==> config.mk <==
export PLATFORM = sky130hd
export DESIGN_NAME = sdram_burst_writer
export DESIGN_NICKNAME = d
export VERILOG_FILES = /design/src/rtl/sdram_pkg.sv /design/src/rtl/sdram_burst_bank.sv /design/src/rtl/sdram_burst_writer.sv
export SDC_FILE = /design/constraint.sdc
export NUM_CORES = 1
export LEC_CHECK = 0
export CORE_UTILIZATION = 55
export DETAILED_ROUTE_END_ITERATION = 6
export GPL_ROUTABILITY_DRIVEN = 0
export PLACE_DENSITY = 0.76
export RECOVER_POWER = 25
export REMOVE_ABC_BUFFERS = 1
export SYNTH_ARGS = -nofsm -noshare
export SYNTH_HDL_FRONTEND = slang
export SYNTH_SLANG_ARGS = --single-unit
==> constraint.sdc <==
create_clock -name CLK -period 3 [get_ports CLK]
set_input_delay 0.3 -clock CLK [delete_from_list [all_inputs] [get_ports CLK]]
set_output_delay 0.3 -clock CLK [all_outputs]
set_load 0.005 [all_outputs]
==> src/rtl/sdram_pkg.sv <==
// Shared types and helpers for the ping-pong SDRAM burst writer: drain FSM
// encoding, bank tag layout and the frame/address sizing functions.
package sdram_pkg;

  typedef enum logic [1:0] {
    DRAIN_IDLE  = 2'd0,
    DRAIN_REQ   = 2'd1,
    DRAIN_WRITE = 2'd2,
    DRAIN_DONE  = 2'd3
  } drain_state_e;

  // Wide enough for the largest supported ring (4 frames).
  localparam int FRAME_IDX_W = 2;

  typedef struct packed {
    logic                   last;
    logic [FRAME_IDX_W-1:0] frame;
  } bank_tag_t;

  function automatic int frame_words(input int width, input int height);
    return width * height;
  endfunction

  // Bits needed to address every word of every frame in the ring.
  function automatic int addr_bits_needed(input longint base, input int nf, input int fw);
    return $clog2(base + longint'(nf) * longint'(fw));
  endfunction

  function automatic int idx_w(input int n);
    return (n > 1) ? $clog2(n) : 1;
  endfunction

endpackage

==> src/rtl/sdram_burst_bank.sv <==
// One staging bank: BURST_LEN words of pixel storage with a write port,
// a combinational read mux and the {address, tag} recorded when it fills.
module sdram_burst_bank
  import sdram_pkg::*;
#(
  parameter int DEPTH  = 8,
  parameter int W      = 16,
  parameter int ADDR_W = 24,
  parameter int IDX_W  = $clog2(DEPTH)
) (
  input  logic              CLK,
  input  logic              wr_en,
  input  logic [IDX_W-1:0]  wr_idx,
  input  logic [W-1:0]      wr_data,
  input  logic              tag_en,
  input  logic [ADDR_W-1:0] tag_addr_in,
  input  bank_tag_t         tag_in,
  input  logic [IDX_W-1:0]  rd_idx,
  output logic [W-1:0]      rd_data,
  output logic [ADDR_W-1:0] tag_addr,
  output bank_tag_t         tag
);

  logic [W-1:0]      mem_q [DEPTH];
  logic [W-1:0]      mem_d [DEPTH];
  logic [ADDR_W-1:0] tag_addr_q, tag_addr_d;
  bank_tag_t         tag_q, tag_d;

  always_comb begin
    mem_d      = mem_q;
    tag_addr_d = tag_addr_q;
    tag_d      = tag_q;
    if (wr_en) mem_d[wr_idx] = wr_data;
    if (tag_en) begin
      tag_addr_d = tag_addr_in;
      tag_d      = tag_in;
    end
  end

  // Contents are only meaningful while the owner marks the bank full.
  always_ff @(posedge CLK) begin
    mem_q      <= mem_d;
    tag_addr_q <= tag_addr_d;
    tag_q      <= tag_d;
  end

  assign rd_data  = mem_q[rd_idx];
  assign tag_addr = tag_addr_q;
  assign tag      = tag_q;

endmodule

==> src/rtl/sdram_burst_writer.sv <==
// Packs a valid/ready pixel stream into BURST_LEN-word bursts through two
// ping-pong banks and writes them into a ring of NUM_FRAMES SDRAM frames.
module sdram_burst_writer
  import sdram_pkg::*;
#(
  parameter int FRAME_WIDTH  = 640,
  parameter int FRAME_HEIGHT = 480,
  parameter int BURST_LEN    = 8,
  parameter int PIXEL_W      = 16,
  parameter int ADDR_W       = 24,
  parameter int NUM_FRAMES   = 2,
  parameter int BASE_ADDR    = 0
) (
  input  logic                            CLK,
  input  logic                            RST,
  input  logic                            i_pix_valid,
  output logic                            o_pix_ready,
  input  logic [PIXEL_W-1:0]              i_pixel,
  input  logic                            i_sof,
  output logic                            o_sdram_req,
  input  logic                            i_sdram_ack,
  input  logic                            i_sdram_valid_wr,
  output logic [PIXEL_W-1:0]              o_sdram_pixel,
  output logic [ADDR_W-1:0]               o_sdram_addr,
  output logic                            o_bursting,
  output logic                            o_frame_done,
  output logic [idx_w(NUM_FRAMES)-1:0]    o_frame_idx,
  output logic                            o_resync
);

  localparam int FRAME_WORDS = frame_words(FRAME_WIDTH, FRAME_HEIGHT);
  localparam int CNT_W       = $clog2(BURST_LEN);
  localparam int OFF_W       = (FRAME_WORDS > 1) ? $clog2(FRAME_WORDS) : 1;
  localparam int OIDX_W      = idx_w(NUM_FRAMES);

  if (addr_bits_needed(BASE_ADDR, NUM_FRAMES, FRAME_WORDS) > ADDR_W) begin : g_addr_chk
    $error("sdram_burst_writer: frame ring does not fit in ADDR_W bits");
  end
  if ((BURST_LEN < 2) || ((BURST_LEN & (BURST_LEN - 1)) != 0) ||
      ((FRAME_WORDS % BURST_LEN) != 0)) begin : g_burst_chk
    $error("sdram_burst_writer: BURST_LEN must be a power of 2 >= 2 dividing the frame");
  end
  if ((NUM_FRAMES < 1) || (NUM_FRAMES > 4)) begin : g_frames_chk
    $error("sdram_burst_writer: NUM_FRAMES must be 1..4");
  end

  drain_state_e           state_q, state_d;
  logic                   fill_sel_q, fill_sel_d, drain_sel_q, drain_sel_d;
  logic [CNT_W-1:0]       count_q, count_d, beat_q, beat_d;
  logic [OFF_W-1:0]       offset_q, offset_d;
  logic [FRAME_IDX_W-1:0] fill_frame_q, fill_frame_d;
  logic [1:0]             full_q, full_d, full_set, full_clr;
  logic                   req_q, req_d, bursting_q, bursting_d;
  logic [ADDR_W-1:0]      addr_q, addr_d;
  logic [PIXEL_W-1:0]     pixel_q, pixel_d;
  logic                   frame_done_q, frame_done_d, resync_q, resync_d;
  logic [OIDX_W-1:0]      frame_idx_q, frame_idx_d;

  logic [1:0]             bank_wr_en, bank_tag_en;
  logic [CNT_W-1:0]       wr_idx, rd_idx;
  logic [ADDR_W-1:0]      fill_addr;
  bank_tag_t              fill_tag;
  logic [PIXEL_W-1:0]     bank_rd   [2];
  logic [ADDR_W-1:0]      bank_addr [2];
  bank_tag_t              bank_tag  [2];
  logic                   pix_accept, frame_end;
  logic                   unused_tag_frame;

  for (genvar b = 0; b < 2; b++) begin : g_bank
    sdram_burst_bank #(
      .DEPTH(BURST_LEN), .W(PIXEL_W), .ADDR_W(ADDR_W), .IDX_W(CNT_W)
    ) u_bank (
      .CLK        (CLK),
      .wr_en      (bank_wr_en[b]),
      .wr_idx     (wr_idx),
      .wr_data    (i_pixel),
      .tag_en     (bank_tag_en[b]),
      .tag_addr_in(fill_addr),
      .tag_in     (fill_tag),
      .rd_idx     (rd_idx),
      .rd_data    (bank_rd[b]),
      .tag_addr   (bank_addr[b]),
      .tag        (bank_tag[b])
    );
  end

  // Pixel handshake: a pixel transfers on any cycle with valid && ready; ready
  // depends only on registered state, so the source may hold valid and data.
  assign o_pix_ready = !full_q[fill_sel_q];
  assign pix_accept  = i_pix_valid && o_pix_ready;
  assign frame_end   = (int'(offset_q) + BURST_LEN) == FRAME_WORDS;
  assign fill_addr   = ADDR_W'(BASE_ADDR) + ADDR_W'(fill_frame_q) * ADDR_W'(FRAME_WORDS)
                     + ADDR_W'(offset_q);

  always_comb begin
    fill_sel_d   = fill_sel_q;
    count_d      = count_q;
    offset_d     = offset_q;
    fill_frame_d = fill_frame_q;
    full_set     = '0;
    bank_wr_en   = '0;
    bank_tag_en  = '0;
    wr_idx       = count_q;
    resync_d     = 1'b0;
    fill_tag     = '{last: 1'b0, frame: fill_frame_q};
    if (pix_accept) begin
      bank_wr_en[fill_sel_q] = 1'b1;
      if (i_sof && ((count_q != '0) || (offset_q != '0))) begin
        // Restart the aborted frame in place; the sof pixel becomes word 0.
        wr_idx   = '0;
        count_d  = CNT_W'(1);
        offset_d = '0;
        resync_d = 1'b1;
      end else if (count_q == CNT_W'(BURST_LEN - 1)) begin
        full_set[fill_sel_q]    = 1'b1;
        bank_tag_en[fill_sel_q] = 1'b1;
        count_d                 = '0;
        fill_sel_d              = !fill_sel_q;
        if (frame_end) begin
          fill_tag.last = 1'b1;
          offset_d      = '0;
          fill_frame_d  = (fill_frame_q == FRAME_IDX_W'(NUM_FRAMES - 1)) ? '0
                        : fill_frame_q + FRAME_IDX_W'(1);
        end else begin
          offset_d = offset_q + OFF_W'(BURST_LEN);
        end
      end else begin
        count_d = count_q + CNT_W'(1);
      end
    end
  end

  always_comb begin
    state_d      = state_q;
    drain_sel_d  = drain_sel_q;
    beat_d       = beat_q;
    req_d        = req_q;
    bursting_d   = bursting_q;
    addr_d       = addr_q;
    pixel_d      = pixel_q;
    frame_done_d = 1'b0;
    frame_idx_d  = frame_idx_q;
    full_clr     = '0;
    rd_idx       = (state_q == DRAIN_IDLE) ? '0 : beat_q + CNT_W'(1);
    case (state_q)
      DRAIN_IDLE: begin
        if (full_q[drain_sel_q]) begin
          addr_d  = bank_addr[drain_sel_q];
          pixel_d = bank_rd[drain_sel_q];
          beat_d  = '0;
          req_d   = 1'b1;
          state_d = DRAIN_REQ;
        end
      end
      DRAIN_REQ: begin
        if (i_sdram_ack) begin
          req_d      = 1'b0;
          bursting_d = 1'b1;
          state_d    = DRAIN_WRITE;
        end
      end
      DRAIN_WRITE: begin
        if (i_sdram_valid_wr) begin
          if (beat_q == CNT_W'(BURST_LEN - 1)) begin
            bursting_d = 1'b0;
            state_d    = DRAIN_DONE;
          end else begin
            beat_d  = beat_q + CNT_W'(1);
            pixel_d = bank_rd[drain_sel_q];
          end
        end
      end
      DRAIN_DONE: begin
        bursting_d            = 1'b0;
        full_clr[drain_sel_q] = 1'b1;
        drain_sel_d           = !drain_sel_q;
        if (bank_tag[drain_sel_q].last) begin
          frame_done_d = 1'b1;
          frame_idx_d  = bank_tag[drain_sel_q].frame[OIDX_W-1:0];
        end
        state_d = DRAIN_IDLE;
      end
      default: state_d = DRAIN_IDLE;
    endcase
  end

  // Set and clear always target different banks, so they never collide.
  assign full_d = (full_q | full_set) & ~full_clr;
  assign unused_tag_frame = ^{bank_tag[0].frame, bank_tag[1].frame};

  always_ff @(posedge CLK) begin
    if (!RST) begin
      state_q      <= DRAIN_IDLE;
      fill_sel_q   <= 1'b0;
      drain_sel_q  <= 1'b0;
      count_q      <= '0;
      beat_q       <= '0;
      offset_q     <= '0;
      fill_frame_q <= '0;
      full_q       <= '0;
      req_q        <= 1'b0;
      bursting_q   <= 1'b0;
      addr_q       <= '0;
      pixel_q      <= '0;
      frame_done_q <= 1'b0;
      frame_idx_q  <= '0;
      resync_q     <= 1'b0;
    end else begin
      state_q      <= state_d;
      fill_sel_q   <= fill_sel_d;
      drain_sel_q  <= drain_sel_d;
      count_q      <= count_d;
      beat_q       <= beat_d;
      offset_q     <= offset_d;
      fill_frame_q <= fill_frame_d;
      full_q       <= full_d;
      req_q        <= req_d;
      bursting_q   <= bursting_d;
      addr_q       <= addr_d;
      pixel_q      <= pixel_d;
      frame_done_q <= frame_done_d;
      frame_idx_q  <= frame_idx_d;
      resync_q     <= resync_d;
    end
  end

  assign o_sdram_req   = req_q;
  assign o_bursting    = bursting_q;
  assign o_sdram_addr  = addr_q;
  assign o_sdram_pixel = pixel_q;
  assign o_frame_done  = frame_done_q;
  assign o_frame_idx   = frame_idx_q;
  assign o_resync      = resync_q;

endmodule

==> results of run 1 <==
## through the flow
stage          TNS (ps)  worst slack [ps]  power, mW  cell area [um2]  util, %
3_5_place_dp          0               419       7.38            16600     61.1
4_1_cts               0               388       12.1            17900     65.7
5_1_grt               0               184       12.5            17900     65.7
6_report              0               371       12.0            17900     65.7
3_3_place_gp          0               482       7.33            16600     61.1
2_1_floorplan    -69240             -2550       6.75            15100        -
## logic make-up (layout without fill, tap and decap cells)
group / count (synthesis) / after routing / synth area share [%]
muxes: 121 / 121 / 8.38
and+or+nand+nor: 239 / 239 / 7.69
xor gates and xnor gates: 23 / 23 / 1.30
buffers and inverters: 102 / 194 / 2.87
other: 1 / 6 / 0.0243
AOI/OAI and AO/OA: 262 / 262 / 11.3
adders and majority gates: 23 / 23 / 1.91
DFF: 365 / 365 / 66.5
## power by group through the flow
stage | combinational, mW | clock [mW] | sequential [mW]
4_1_cts | 1.59 | 4.80 | 5.70
3_3_place_gp | 1.53 | 0 | 5.80
3_5_place_dp | 1.58 | 0 | 5.80
6_report | 1.60 | 4.75 | 5.70
5_1_grt | 1.74 | 5.01 | 5.71
2_1_floorplan | 0.955 | 0 | 5.79
## flip-flops by register name, summed over array words and instances, names as in the netlist, 3 cells and up
| register | count |
|---|---|
| offset_q | 16 |
| o_sdram_addr | 18 |
| o_sdram_pixel | 16 |
| g_bank.u_bank.mem_q | 256 |
| beat_q | 3 |
| count_q | 3 |
| g_bank.u_bank.tag | 4 |
| g_bank.u_bank.tag_addr | 36 |
## placed cells by master (no fill, tap or decap), types with 32 or more instances in the layout
cell and count:
edfxtp_1 296, a21oi_1 81, dfxtp_1 67, mux2_2 66
nor2_1 64, nand2_1 60, mux2i_1 55, clkdlybuf4s50_1 51
buf_4 45, clkbuf_16 38, o21ai_0 37, nand3_1 34
a22oi_1 32, o221ai_1 32
## how the worst max path moves through the flow
| stage | endpoint | slack, ps |
|---|---|---|
| after global routing | g_bank[1].u_bank.tag_addr[19] | 180 |
| after global placement | g_bank[0].u_bank.tag_addr[20] | 480 |
| after detailed placement | g_bank[1].u_bank.tag_addr[20] | 420 |
| final | fill_frame_q[0] | 370 |
| after CTS | g_bank[0].u_bank.tag_addr[20] | 390 |
| after floorplan | o_sdram_pixel[0] | -2550 |
## layout make-up
cell class | count | area share (%)
Tap cell | 372 | 2.60
Timing Repair Buffer | 110 | 5.65
Clock inverter | 12 | 1.03
Inverter | 16 | 0.335
Clock buffer | 56 | 6.08
Sequential cell | 365 | 57.4
Multi-Input combinational cell | 674 | 26.9
## worst register-to-register path: stages (launching register included)
cell and delay, ps:
dfxtp_1 320, clkbuf_1 470, nand4_4 240, nor4_4 380, a31oi_1 200, or4_4 580, o31ai_1 220, a21oi_1 90
## metal layers
metal | up-vias | global-route usage [%]
li1 | 4494 | -
met4 | 0 | 7.91
met2 | 395 | 38.1
met5 | - | 0
met3 | 70 | 4.48
met1 | 4761 | 34.3
==> results.yml, run 1 <==
status:
  run_status: "finished, final reports clean"
route:
  drtIter0Drc: 1020
  vias: 9720
  vias_per_cell: 6.06
  highest_layer: "met4"
  dr_wl_met3_mm: 2.64
  ant_nets: 0
  post-route-drc-count: 0
  wire_per_inst_um: 21.3
  wl_met2_mm: 15.9
  firstDrtPassIters: 5
  routed_wl_mm: 34.2
  wl_met1_mm: 14.8
logic_synthesis:
  synthArstFlopShare_pct: 0
  syn_area_mm2: 0.0154
  synth_warnings: 0
  ys_ff_latch: 365
  synth_area_leaders: "edfxtp_1 (58%), dfxtp_1 (8.9%), mux2_2 (4.8%)"
  synth_sequential_area_ratio_pct: 66.5
  yosys.area.top_type: "edfxtp_1"
  synthTopCellsByCount: "edfxtp_1 (296), a21oi_1 (81), nor2_1 (73)"
  yosys.area.top_type_share_pct: 57.6
  synth_most_common_cell: "edfxtp_1"
  synth_edf_count: 296
  ys.flop_type: "edfxtp_1"
  synth_cell_types: 64
  avgSynthCellArea_um2: 13.6
  postSynthCellCount: 1136
timing:
  fin_skew_ps: 24.2
  timing.final.crit_period_ps: 2630
  holdWs_ps: 484
  setup_viol: 0
  fmax_ghz: 0.380
  rsz0062_at_grt: "no"
  tightest_slew_ps: 793
  slew_viol_final: 0
  finalCritPeriodShare_pct: 87.6
  hold_viol: 0
  slew_headroom_pct: 47.2
setup_path:
  cp.depth: 7
  crit_chain: "clkbuf_1 > nand4_4 > nor4_4 > a31oi_1 > or4_4 > o31ai_1 > a21oi_1"
  regToRegStartpoint: "offset_q[6]"
  reg2reg_slack_ps: 370
  worstPathArrival_ps: 3010
  critPathBufInv: 1
  crit_type: "flip-flop to flip-flop"
  startpoint: "offset_q[6]"
  cp-start-kind: "flip-flop"
  reg2regPathDepth: 7
  critPathCaptureType: "flip-flop"
  cpLargestDelayFamily: "simple AND/OR/NAND/NOR gates"
  cp.required_ps: 3380
  reg2reg_to: "fill_frame_q[0]"
  worst_path_max_delay_cell: "or4_4"
  cp_max_fo: 10
  critPathMaxStageDelay_ps: 580
global_routing:
  grt_pass1_wl_mm: 53.1
  grt_pass1_vias: 9654
  globalRouteTotalUtil_pct: 24.3
  gr-total-overflow: 0
  grt_max_degree: 98
  grt_antenna_before_repair: 0
cts:
  cts_hold_buf: 0
  clock_sinks: 365
  cts-root-buf: "clkbuf_16"
  post_cts_buffers: 0
  clk_latency_ps: 540
  numCtsBuffers: 37
  clk_pin_slew_ps: 60
  cts_resized: 0
  cts-htree-levels: 2
  cts_tree: "built"
  clockBufferDepth: 3
power_and_ir_drop:
  pwr-share-clk_pct: 39.4
  ir_drop_uv: 455
  leakagePower_nw: 5.90
  p_sw_share_pct: 24.1
  intPower_mw: 9.14
  power_frac_seq_pct: 47.3
  p_comb_share_pct: 13.3
  p_sw_mw: 2.91
  p_per_area_mw_per_mm2: 673
floorplan:
  core_mm2: 0.0273
  fp.dieW_um: 170
  rows: 60
  die_area_mm2: 0.0288
  start_util_pct: 56.7
  io_pins: 68
  die_y_um: 170
finish:
  drive_above_1_share_pct: 16.3
  nFillCells: 1874
  multi_input_area_mm2: 0.00482
  antenna_cells: 0
  seqCellArea_mm2: 0.0103
  fin_cells: 1605
  nNetsFinal: 1249
  area_growth_pct: 16.0
run:
  cap_violations: 0
hold_path:
  min-delay-start: "beat_q[2]"
  hp-class: "flip-flop to flip-flop"
  whs_path_depth: 2
  hold_end: "beat_q[2]"
placed_design:
  dp_hpwl_mm: 19.9
  io_buffers: 61
  post-place-cells: 1537
No activity file was read; power rests on OpenSTA's default activity.
==> run 2: changes to the inputs <==
--- a/config.mk
+++ b/config.mk
@@ -6,6 +6,7 @@
 export NUM_CORES = 1
 export LEC_CHECK = 0
 export CORE_UTILIZATION = 55
+export CTS_CLUSTER_SIZE = 12
 export DETAILED_ROUTE_END_ITERATION = 6
 export GPL_ROUTABILITY_DRIVEN = 0
 export PLACE_DENSITY = 0.76
==> run 2 against run 1 <==
Core utilization decreased by 0.39 points. Register-to-register slack got worse by 60 ps. Setup slack got worse by 63 ps. Die area unchanged. Largest cell class unchanged. Non-clock buffer count unchanged. Clock power decreased by 6.5%. Clock-buffer cell count increased by 8. Critical path depth increased by 3. First-iteration DRC count decreased by 6.9%. Clock skew decreased by 4.9 ps. Sequential share of layout area increased by 0.34 points.
==> results.yml, run 2 (same netlist as run 1, synthesis figures left out) <==
floorplan:
  core_mm2: 0.0273
  fp.dieW_um: 170
  die_y_um: 170
  die_area_mm2: 0.0288
  start_util_pct: 56.7
  io_pins: 68
  rows: 60
cts:
  cts-root-buf: "clkbuf_16"
  post_cts_buffers: 0
  cts-htree-levels: 2
  clk_pin_slew_ps: 60
  clock_sinks: 365
  cts_tree: "built"
  clk_latency_ps: 530
  cts_resized: 0
  cts_hold_buf: 0
  numCtsBuffers: 38
  clockBufferDepth: 3
global_routing:
  globalRouteTotalUtil_pct: 24.3
  grt_pass1_wl_mm: 53.1
  gr-total-overflow: 0
  grt_max_degree: 98
  grt_pass1_vias: 9644
  grt_antenna_before_repair: 0
placed_design:
  place_area_mm2: 0.0166
  post-place-ws_ps: 419
  io_buffers: 61
  dp_hpwl_mm: 19.9
setup_path:
  reg2reg_to: "g_bank[1].u_bank.tag_addr[19]"
  cpLargestDelayFamily: "compound AO/OA/AOI/OAI gates"
  crit_type: "flip-flop to flip-flop"
  startpoint: "fill_frame_q[0]"
  critPathMaxStageDelay_ps: 500
  cp.required_ps: 3240
  reg2regPathDepth: 10
  regToRegStartpoint: "fill_frame_q[0]"
  crit_path_end: "g_bank[1].u_bank.tag_addr[19]"
  critPathBufInv: 2
  cp_max_fo: 9
  worstPathArrival_ps: 2930
  worst_path_max_delay_cell: "dfxtp_1"
  cp.depth: 10
  cp-start-kind: "flip-flop"
  crit_chain: "inv_1 > ha_1 > inv_1 > ha_1 > a21o_1 > a21oi_1 > nor2b_1 > o21a_1 > o41ai_1 > xnor2_1"
  critPathCaptureType: "flip-flop"
  reg2reg_slack_ps: 310
finish:
  nNetsFinal: 1250
  area_growth_pct: 15.3
  antenna_cells: 0
  drive_above_1_share_pct: 15.5
  final_area_mm2: 0.0178
  regMostFlops: "g_bank.u_bank.mem_q"
  layout_common_cells: "edfxtp_1 (296), a21oi_1 (81), dfxtp_1 (67)"
  largest_reg_flops: 256
  mostFrequentLayoutCell: "edfxtp_1"
route:
  vias: 9789
  vias_per_cell: 6.10
  firstDrtPassIters: 5
  post-route-drc-count: 0
  routed_wl_mm: 34.2
  drtIter0Drc: 950
  wire_per_inst_um: 21.3
  ant_nets: 0
run:
  cap_violations: 0
timing:
  fin_ws_ps: 308
  finalCritPeriodShare_pct: 89.7
  hold_viol: 0
  timing.final.crit_period_ps: 2690
  fmax_ghz: 0.371
  tightest_slew_ps: 795
  slew_headroom_pct: 47.0
  fin_skew_ps: 19.3
  setup_viol: 0
  slew_viol_final: 0
  rsz0062_at_grt: "no"
power_and_ir_drop:
  p_comb_share_pct: 13.6
  leakagePower_nw: 5.84
  pwr-share-clk_pct: 37.8
  p_sw_mw: 2.88
  ir_drop_uv: 441
  intPower_mw: 8.85
  p_per_area_mw_per_mm2: 659
  p_total_mw: 11.7
  power_frac_seq_pct: 48.6
  p_sw_share_pct: 24.5
status:
  run_status: "finished, final reports clean"
hold_path:
  hp-class: "flip-flop to flip-flop"
==> run 2: cell count changes in the layout (fill, tap and decap cells not counted), moves of 3 or more <==
| cell | previous run | this run |
|---|---|---|
| clkbuf_1 | 12 | 24 |
| clkbuf_8 | 7 | 2 |
| clkinv_2 | 4 | 0 |
| bufinv_16 | 4 | 1 |
==> run 2: worst min-delay path by stage <==
stage                from                         to  slack (ps)  cells past startpoint
2_1_floorplan  i_pixel[0]  g_bank[0].u_bank.mem_q[0]         400                      0
3_3_place_gp    beat_q[2]                  beat_q[2]         440                      2
3_5_place_dp    beat_q[2]                  beat_q[2]         480                      2
4_1_cts         beat_q[2]                  beat_q[2]         490                      2
5_1_grt         beat_q[2]                  beat_q[2]         510                      2
6_report        beat_q[2]                  beat_q[2]         480                      2
==> run 2: metrics by stage <==
step	hold WS [ps]	util, %	instances	TNS, ps
after floorplan	399	-	1055	-69240
after global placement	444	61.1	1537	0
after detailed placement	478	61.1	1537	0
after CTS	486	65.3	1606	0
after global routing	506	65.3	1606	0
final	484	65.3	1606	0
==> run 2: area by class of cell <==
| type | count | area (um2) |
|---|---|---|
| clock buffers | 64 | 1090 |
| clock inverters | 5 | 76.3 |
| fillers | 1902 | 9450 |
| inverters | 16 | 60.1 |
| multi-input cells | 674 | 4820 |
| flip-flops and latches | 365 | 10300 |
| well taps | 372 | 465 |
| repair buffers | 110 | 1010 |
==> run 2: power groups by stage <==
stage / clock (mW) / combinational (mW) / sequential (mW)
after global routing: 4.68 / 1.74 / 5.71
after floorplan: 0 / 0.955 / 5.79
after CTS: 4.48 / 1.59 / 5.70
after global placement: 0 / 1.53 / 5.80
after detailed placement: 0 / 1.58 / 5.80
final: 4.44 / 1.60 / 5.70
==> run 2: layer usage <==
metal / track usage [%] / share of wire, % / vias to the layer above
met3: 4.31 / 7.9 / 54
met5: 0 / 0 / -
li1: - / - / 4493
met2: 38.8 / 47 / 409
met4: 7.87 / 2.0 / 0
met1: 34.0 / 43 / 4833
==> run 2: tightest hold or removal path: stages, from the launching register on <==
cell and delay (ps):
dfxtp_1 320, nand2_1 60, a21oi_1 60
